<file path="src/rtl/controller_reader_if.sv">
// Pin and system-side bundle for the serial pad reader.
// The slave modport is the reader itself; the master modport is the pad/system side.
interface controller_reader_if;
    logic       en;
    logic       ctrl_data;
    logic       ctrl_latch;
    logic       ctrl_pulse;
    logic [7:0] buttons;
    logic [7:0] pressed;
    logic       valid;

    modport master (
        output en,
        output ctrl_data,
        input  ctrl_latch,
        input  ctrl_pulse,
        input  buttons,
        input  pressed,
        input  valid
    );

    modport slave (
        input  en,
        input  ctrl_data,
        output ctrl_latch,
        output ctrl_pulse,
        output buttons,
        output pressed,
        output valid
    );
endinterface

</file>
<file path="src/rtl/controller_reader.sv">
// Serial game-controller front end: polls an 8-button latch/pulse/data pad and
// presents a registered button vector, press-edge flags and a frame strobe.
module controller_reader #(
    parameter int CLK_DIV     = 4,
    parameter int POLL_CYCLES = 1000
) (
    input  logic               clk,
    input  logic               rst,
    controller_reader_if.slave bus
);
    localparam int CNT_W  = $clog2(2 * CLK_DIV) + 1;
    localparam int POLL_W = $clog2(POLL_CYCLES) + 1;
    localparam logic [CNT_W-1:0]  HALF_LAST = CNT_W'(CLK_DIV - 1);
    localparam logic [CNT_W-1:0]  HALF      = CNT_W'(CLK_DIV);
    localparam logic [CNT_W-1:0]  BIT_LAST  = CNT_W'(2 * CLK_DIV - 1);
    localparam logic [POLL_W-1:0] POLL_LAST = POLL_W'(POLL_CYCLES - 1);

    typedef enum logic [1:0] {
        IDLE  = 2'd0,
        LATCH = 2'd1,
        SHIFT = 2'd2,
        DONE  = 2'd3
    } state_e;

    state_e            state_q, state_d;
    logic [CNT_W-1:0]  cnt_q, cnt_d;
    logic [2:0]        bit_q, bit_d;
    logic [POLL_W-1:0] poll_q, poll_d;
    logic [7:0]        shift_q, shift_d;
    logic [7:0]        buttons_q, buttons_d;
    logic [7:0]        pressed_q, pressed_d;
    logic              latch_q, latch_d;
    logic              pulse_q, pulse_d;
    logic              valid_q, valid_d;
    logic              sync1_q, sync1_d;
    logic              sync2_q, sync2_d;
    logic [CNT_W-1:0]  cnt_inc_s;
    logic              sample_s;

    assign cnt_inc_s = cnt_q + 1'b1;
    // Pad data is active-low, so a released or unplugged pad reads as 0.
    assign sample_s  = ~sync2_q;

    assign bus.ctrl_latch = latch_q;
    assign bus.ctrl_pulse = pulse_q;
    assign bus.buttons    = buttons_q;
    assign bus.pressed    = pressed_q;
    assign bus.valid      = valid_q;

    // State, counters, synchroniser and all registered outputs.
    always_ff @(posedge clk) begin
        if (rst) begin
            state_q   <= IDLE;
            cnt_q     <= '0;
            bit_q     <= 3'd0;
            poll_q    <= '0;
            shift_q   <= 8'h00;
            buttons_q <= 8'h00;
            pressed_q <= 8'h00;
            latch_q   <= 1'b0;
            pulse_q   <= 1'b0;
            valid_q   <= 1'b0;
            sync1_q   <= 1'b1;
            sync2_q   <= 1'b1;
        end else begin
            state_q   <= state_d;
            cnt_q     <= cnt_d;
            bit_q     <= bit_d;
            poll_q    <= poll_d;
            shift_q   <= shift_d;
            buttons_q <= buttons_d;
            pressed_q <= pressed_d;
            latch_q   <= latch_d;
            pulse_q   <= pulse_d;
            valid_q   <= valid_d;
            sync1_q   <= sync1_d;
            sync2_q   <= sync2_d;
        end
    end

    // Two-flop synchroniser and the free-running poll counter gated by en.
    always_comb begin
        sync1_d = bus.ctrl_data;
        sync2_d = sync1_q;
        if (bus.en) begin
            poll_d = (poll_q == POLL_LAST) ? '0 : poll_q + 1'b1;
        end else begin
            poll_d = poll_q;
        end
    end

    // Frame sequencer; pin outputs are computed one cycle ahead so they leave a flop.
    always_comb begin
        state_d   = state_q;
        cnt_d     = cnt_q;
        bit_d     = bit_q;
        shift_d   = shift_q;
        buttons_d = buttons_q;
        pressed_d = 8'h00;
        latch_d   = 1'b0;
        pulse_d   = 1'b0;
        valid_d   = 1'b0;
        case (state_q)
            IDLE: begin
                if (bus.en && (poll_q == '0)) begin
                    state_d = LATCH;
                    cnt_d   = '0;
                    latch_d = 1'b1;
                end else begin
                    state_d = IDLE;
                end
            end
            LATCH: begin
                if (cnt_q == BIT_LAST) begin
                    state_d = SHIFT;
                    cnt_d   = '0;
                    bit_d   = 3'd0;
                end else begin
                    cnt_d   = cnt_inc_s;
                    latch_d = 1'b1;
                end
            end
            SHIFT: begin
                // Sample at the end of the last low cycle, after the pad output has settled.
                if (cnt_q == HALF_LAST) begin
                    shift_d = {shift_q[6:0], sample_s};
                end else begin
                    shift_d = shift_q;
                end
                if (cnt_q == BIT_LAST) begin
                    cnt_d = '0;
                    if (bit_q == 3'd7) begin
                        state_d   = DONE;
                        buttons_d = shift_q;
                        pressed_d = shift_q & ~buttons_q;
                        valid_d   = 1'b1;
                    end else begin
                        bit_d = bit_q + 3'd1;
                    end
                end else begin
                    cnt_d   = cnt_inc_s;
                    pulse_d = (cnt_inc_s >= HALF);
                end
            end
            DONE: begin
                state_d = IDLE;
            end
            default: begin
                state_d = IDLE;
            end
        endcase
    end
endmodule

</file>
<file path="src/flat_wrapper.sv">
// flat-port wrapper written by rule: the top's interface ports become plain ports
module controller_reader_flat 
#(
    parameter int CLK_DIV     = 4,
    parameter int POLL_CYCLES = 1000
)
  (clk, rst, bus_en, bus_ctrl_data, bus_ctrl_latch, bus_ctrl_pulse, bus_buttons, bus_pressed, bus_valid);
  controller_reader_if bus_i ();
  input  logic clk;
  input  logic rst;
  input wire logic [$bits(bus_i.en)-1:0] bus_en;
  input wire logic [$bits(bus_i.ctrl_data)-1:0] bus_ctrl_data;
  output wire logic [$bits(bus_i.ctrl_latch)-1:0] bus_ctrl_latch;
  output wire logic [$bits(bus_i.ctrl_pulse)-1:0] bus_ctrl_pulse;
  output wire logic [$bits(bus_i.buttons)-1:0] bus_buttons;
  output wire logic [$bits(bus_i.pressed)-1:0] bus_pressed;
  output wire logic [$bits(bus_i.valid)-1:0] bus_valid;
  assign bus_i.en = bus_en;
  assign bus_i.ctrl_data = bus_ctrl_data;
  assign bus_ctrl_latch = bus_i.ctrl_latch;
  assign bus_ctrl_pulse = bus_i.ctrl_pulse;
  assign bus_buttons = bus_i.buttons;
  assign bus_pressed = bus_i.pressed;
  assign bus_valid = bus_i.valid;
  controller_reader #(.CLK_DIV(CLK_DIV), .POLL_CYCLES(POLL_CYCLES)) u_core (.clk(clk), .rst(rst), .bus(bus_i));
endmodule
</file>
<file path="config.mk">
export PLATFORM = sky130hd
export DESIGN_NAME = controller_reader_flat
export DESIGN_NICKNAME = d
export VERILOG_FILES = /design/src/rtl/controller_reader_if.sv /design/src/rtl/controller_reader.sv /design/src/flat_wrapper.sv
export SDC_FILE = /design/constraint.sdc
export NUM_CORES = 1
export LEC_CHECK = 0
export BUFFER_PORTS_ARGS = -buffer_cell sky130_fd_sc_hd__buf_2
export CORE_MARGIN = 3
export CORE_UTILIZATION = 33
export CTS_BUF_LIST = sky130_fd_sc_hd__clkbuf_8
export DETAILED_ROUTE_END_ITERATION = 10
export PLACE_DENSITY_LB_ADDON = 0.3
export SYNTH_ARGS = -nofsm -noshare
export SYNTH_HDL_FRONTEND = slang
export SYNTH_SLANG_ARGS = --single-unit
</file>
<file path="constraint.sdc">
create_clock -name clk -period 2.37 [get_ports clk]
set_input_delay 0.1185 -clock clk [delete_from_list [all_inputs] [get_ports clk]]
set_output_delay 0.1185 -clock clk [all_outputs]
set_load 0.03 [all_outputs]
</file>
; ---- After elaboration in Yosys (flattened, before gate mapping)
; Index checks and enable logic that the tools add are counted.
; Widths: inputs -> output; s select.
[op_classes]
n_eq_ne = 12
n_reduce_logical = 14
add_sub_neg = 3
bitwise = 6
order_cmp = 1
muxes = 17
[ops]
columns = operator, count
row1 = $add 11x1->11 const B, 1
row2 = $eq 11x10->1 const B, 1
row3 = $logic_not 11->1, 1
row4 = $mux 11, 1
row5 = $mux 3, 3
row6 = $and 8x8->8, 1
row7 = $mux 4, 2
row8 = $ne 2x1->1 const B, 4
row9 = $not 8->8, 1
row10 = $pmux 2 s4, 1
row11 = $pmux 4 s2, 1
row12 = $mux 2, 3
row13 = $pmux 3 s2, 1
row14 = $reduce_and 3->1, 2
row15 = $reduce_or 3->1, 2
row16 = $add 4x1->4 const B, 1
row17 = $eq 2x2->1 const B, 2
row18 = $eq 4x2->1 const B, 1
row19 = $eq 4x3->1 const B, 1
row20 = $ge 4x3->1 const B, 1
row21 = $mux 1, 4
row22 = $not 1->1, 4
row23 = $reduce_and 2->1, 2
row24 = $reduce_and 4->1, 1
row25 = other kinds (10), 11
[word_totals]
elab_cells = 65
out_inout_bits = 19
regBits = 49
in_bits = 4

; ---- Depth between registers and ports, before layout
[depth]
ltp_word = 4
depth_mapped = 7
depth_no_buf = 6

; ---- Worst setup path before layout
; Ideal clock, no wire load.
[synth_timing]
path_kind = reg-to-reg
start = register u_core.poll_q[0]
end = register u_core.cnt_q[0]
path_stages_with_launch = 8
setup_time_ns = 0.096
setup_slack_ns = 0.280
required_ns = 2.274
synth_period_minus_slack_ns = 2.090
t_arrival_ns = 1.994
n_path_buf = 1
cell_sequence = dfxtp_1 > inv_1 > ha_1 > or4b_1 > or4_1 > buf_2 > and2_4 > o41ai_2
[synth_via]
elab_chain_len = 4
[synth_rtl]
columns = element, line
row1 = from (decl), controller_reader.sv:28  ; logic [POLL_W-1:0] poll_q, poll_d;
row2 = from (signal assigned), controller_reader.sv:69  ; poll_q <= poll_d;
row3 = $logic_not 11->1, controller_reader.sv:105  ; if (bus.en && (poll_q == '0)) begin
row4 = $logic_and 1x1->1, controller_reader.sv:105
row5 = $ne 2x1->1 (no source line), n/a
row6 = $reduce_and 2->1 (no source line), n/a
row7 = to (signal assigned), controller_reader.sv:67  ; cnt_q <= cnt_d;
row8 = to (decl), controller_reader.sv:26  ; logic [CNT_W-1:0] cnt_q, cnt_d;
; Every way passes these cells.
; A chain may end at the register's enable or synchronous reset.

; ---- Final worst setup path
; Same ends and word-level chain as after synthesis.

==> reports/results.md <==
Floorplanning
• vertical die dimension: 84.1 µm
• area inside the core boundary: 5710 µm²
• initial cell density of the core: 35.3%
• overall die width: 84.1 µm
• Boundary Pins: 23
• area of the die: 7070 µm²
• Site Rows: 27

CTS
• Resized Gates After CTS: 0
• Sinks on Clock Net: 49
• cts bufs inserted: 5
• CTS tree: done
• cell at the root of the clock tree: sky130_fd_sc_hd__clkbuf_8
• maximum clock insertion buffer count: 2
• count of H-tree levels built during CTS: 2
• worst-skew pair later-pin latency: 0.32 ns
• Clock transition at path regs: 0.09 ns

Synth
• net count of the mapped netlist: 220
• Yosys cell types: 41
• register bit count reported by yosys: 49
• cell area after synthesis: 2010 µm²
• Syn. warnings: 0
• gate count after technology mapping: 208
• share of the yosys chip area belonging to registers: 48.7%
• Mean Syn Cell Area: 9.68 µm²

GRT
• Global Route met1 Usage: 14.4%
• via count of the first global-routing pass: 1374
• wire length of the first global-routing pass: 6360 µm
• Global Route met2 Usage: 16.9%
• pin count of the biggest net entering global routing: 30
• layer carrying the most global-route usage: met2
• gr ovfl total: 0
• antenna violations before repair: 0
• global-route met3 utilization: 3.06%
• global-route usage over all layers: 11.3%

Timing
• # setup viols final: 0
• unrepaired setup endpoints after global routing: false
• slew of the pin with the lowest slew margin: 1.16 ns
• Final Hold Vio Count: 0
• ratio of final minimum period to clock period: 88.0%
• normalized max-slew margin: 21.8%
• crit path time final: 2.08 ns
• worst clock skew: 0.00906 ns
• setup tns final: 0 ns
• max-slew violation count: 0
• peak clock frequency supported by timing: 0.480 GHz

Worst setup path
• critical path depth in cells: 6
• slowest cell on the critical path: sky130_fd_sc_hd__or4_1
• reg-to-reg setup timing slack: 0.29 ns
• Critical Path End Type: flip-flop
• critical-path maximum fanout: 4
• worst setup path class: flip-flop to flip-flop
• buffers plus inverters on the worst setup path: 1
• R2R cell count: 6
• Data required, critical path: 2.60 ns
• CP top delay family: simple AND/OR/NAND/NOR gates
• Worst setup endpoint: u_core.cnt_q[0]$_SDFFE_PP0P_
• largest stage delay on the critical path: 0.56 ns
• r2r startpoint: u_core.poll_q[0]$_SDFFE_PP0P_
• type of element launching the critical path: flip-flop
• arrival time of data at the critical path endpoint: 2.31 ns
• worst r2r dst: u_core.cnt_q[0]$_SDFFE_PP0P_
• CP startpoint: u_core.poll_q[0]$_SDFFE_PP0P_
• crit-path cells: inv_1 -> ha_1 -> or4b_1 -> or4_1 -> and2_4 -> o41ai_2

Placement
• Final GP Congestion: 0.783
• dpl cells: 298
• IO Port Bufs: 22
• HPWL after detailed placement: 2540 µm

Final layout
• final cell count without fillers: 307
• Layout fillers: 550
• number of diodes: 0
• Final Core Density: 40.7%
• nets: 246
• ratio of cells with drive above 1 in the final layout: 16.6%
• P&R area growth vs syn: 15.5%

Power
• Leak: 0.901 nW
• power density over the cells: 717 nW/µm²
• Max IR drop VDD: 0.419 mV

Flow run
• Max Cap Violations: 0

Drt
• Routed WL per cell: 12.2 µm
• number of remaining DRC errors: 0
• post-route antenna net violation count: 0
• per-cell via count in the routed design: 4.98
• number of search-and-repair iterations in the first detailed-routing pass: 5
• total wirelength of the detailed-routed design: 3750 µm
• detailed-route via count: 1528
• number of design-rule violations left by the first detailed-router iteration: 38

Hold path
• hold crit path type: input port to flip-flop

Outcome
• result of the run: complete, no violations

final cells by class:
cell class | instances | area [µm²] | area share [%]
clock inverters | 3 | 28.8 | 1.24
clock buffers | 5 | 68.8 | 2.96
well taps | 72 | 90.1 | 3.87
inverters | 8 | 30.0 | 1.29
multi-input cells | 143 | 977 | 42.0
flip-flops and latches | 49 | 981 | 42.2
repair buffers | 27 | 150 | 6.46
where the power goes:
group,switching (mW),internal (mW),leakage [nW]
clock network,0.308,0.221,0.0506
logic,0.159,0.101,0.454
registers,0.0240,0.855,0.396
total,0.491,1.18,0.901
synthesized netlist by cell type, drive strengths merged:
cell type,number,share of area [%]
a2111oi,1,0.44
o221ai,1,0.44
inv,7,1.3
mux2i,17,8.5
o31ai,3,1.1
o22ai,1,0.31
nor3,4,0.99
or2,2,0.62
a31oi,1,0.31
nand3b,3,1.1
or4b,1,0.50
xor2,3,1.3
nor2b,4,1.2
nand4b,2,0.87
or4,2,0.75
ha,8,5.0
nor4,2,0.62
nand2b,2,0.62
o21ai,6,1.5
nor3b,8,3.0
and2,2,0.75
and3,1,0.31
nor4b,1,0.44
o22a,1,0.44
clkinv,1,0.19
nand4,9,2.8
a211oi,1,0.37
a41o,1,0.50
dfxtp,49,49
nand3,1,0.25
a22oi,1,0.37
or3,4,1.2
buf,2,0.43
o41ai,1,0.81
nor2,27,5.0
xnor2,5,2.2
clkbuf,6,1.1
a21oi,7,1.7
nand2,10,1.9
registers in the layout (all words and copies together) (netlist names), 2 cells and up:
signal,flops
u_core.poll_q,11
u_core.bus.buttons,8
u_core.bus.pressed,8
u_core.shift_q,8
u_core.cnt_q,4
u_core.bit_q,3
u_core.state_q,2
worst reg2reg max path: stages, from the launching register on:
cell and delay (ns):
sky130_fd_sc_hd__dfxtp_1 0.35, sky130_fd_sc_hd__inv_1 0.07, sky130_fd_sc_hd__ha_1 0.14, sky130_fd_sc_hd__or4b_1 0.46, sky130_fd_sc_hd__or4_1 0.56, sky130_fd_sc_hd__and2_4 0.18
sky130_fd_sc_hd__o41ai_2 0.24
layout by cell type, fill, tap and decap left out, types with 2 or more instances in the layout:
cell type,instances
sky130_fd_sc_hd__xnor2_1,5
sky130_fd_sc_hd__o31ai_1,3
sky130_fd_sc_hd__o21ai_0,6
sky130_fd_sc_hd__a21oi_1,7
sky130_fd_sc_hd__nand2b_1,2
sky130_fd_sc_hd__nand3b_1,3
sky130_fd_sc_hd__nor3b_1,8
sky130_fd_sc_hd__nor3_1,4
sky130_fd_sc_hd__ha_1,8
sky130_fd_sc_hd__or3_1,4
sky130_fd_sc_hd__clkbuf_8,5
sky130_fd_sc_hd__dfxtp_1,49
sky130_fd_sc_hd__xor2_1,3
sky130_fd_sc_hd__buf_2,22
sky130_fd_sc_hd__or4_1,2
sky130_fd_sc_hd__nand4b_1,2
sky130_fd_sc_hd__nand4_1,9
sky130_fd_sc_hd__nand2_1,10
sky130_fd_sc_hd__nor2b_1,4
sky130_fd_sc_hd__inv_1,7
sky130_fd_sc_hd__nor2_1,27
sky130_fd_sc_hd__mux2i_1,17
sky130_fd_sc_hd__buf_4,4
sky130_fd_sc_hd__nor4_1,2
sky130_fd_sc_hd__or2_2,2
how the worst min path moves through the flow:
stage | from | end | depth (start not counted)
after CTS | bus_en | u_core.poll_q[0]$_SDFFE_PP0P_ | 3
after global routing | bus_en | u_core.poll_q[1]$_SDFFE_PP0P_ | 3
after floorplan | bus_ctrl_data | u_core.sync1_q$_SDFF_PP1_ | 1
after detailed placement | bus_ctrl_data | u_core.sync1_q$_SDFF_PP1_ | 2
final | bus_en | u_core.poll_q[1]$_SDFFE_PP0P_ | 3
after global placement | bus_ctrl_data | u_core.sync1_q$_SDFF_PP1_ | 2
metrics by stage:
stage	hold slack, ns	total power, mW	setup WS [ns]	cell area, µm²
floorplan	0.222	1.09	0.280	2010
global placement	0.304	1.15	0.326	2220
detailed placement	0.306	1.16	0.296	2220
CTS	0.180	1.69	0.274	2330
global route	0.198	1.75	0.103	2330
finish	0.184	1.67	0.285	2330
cell families after synthesis:
group,after synthesis,synth area share (%)
simple gates,85,23.0
mux,17,8.45
compound gates,25,8.33
fa+ha+maj,8,4.97
xor+xnor,8,3.48
flops,49,48.7
buf+inv,16,3.04
routing by layer:
layer	wire, µm	vias to the layer above
met5	0	-
met4	85	0
met3	114	7
met2	1640	21
met1	1900	710
li1	-	790
repair_timing:
| item | CTS | global route |
|---|---|---|
| hold buffers | 1 | 0 |
| setup buffers | 0 | 0 |
| endpoints found under the setup margin | 0 | 0 |
| hold endpoints to repair | 1 | 0 |
Note: power is estimated with default switching activity, not from simulation.
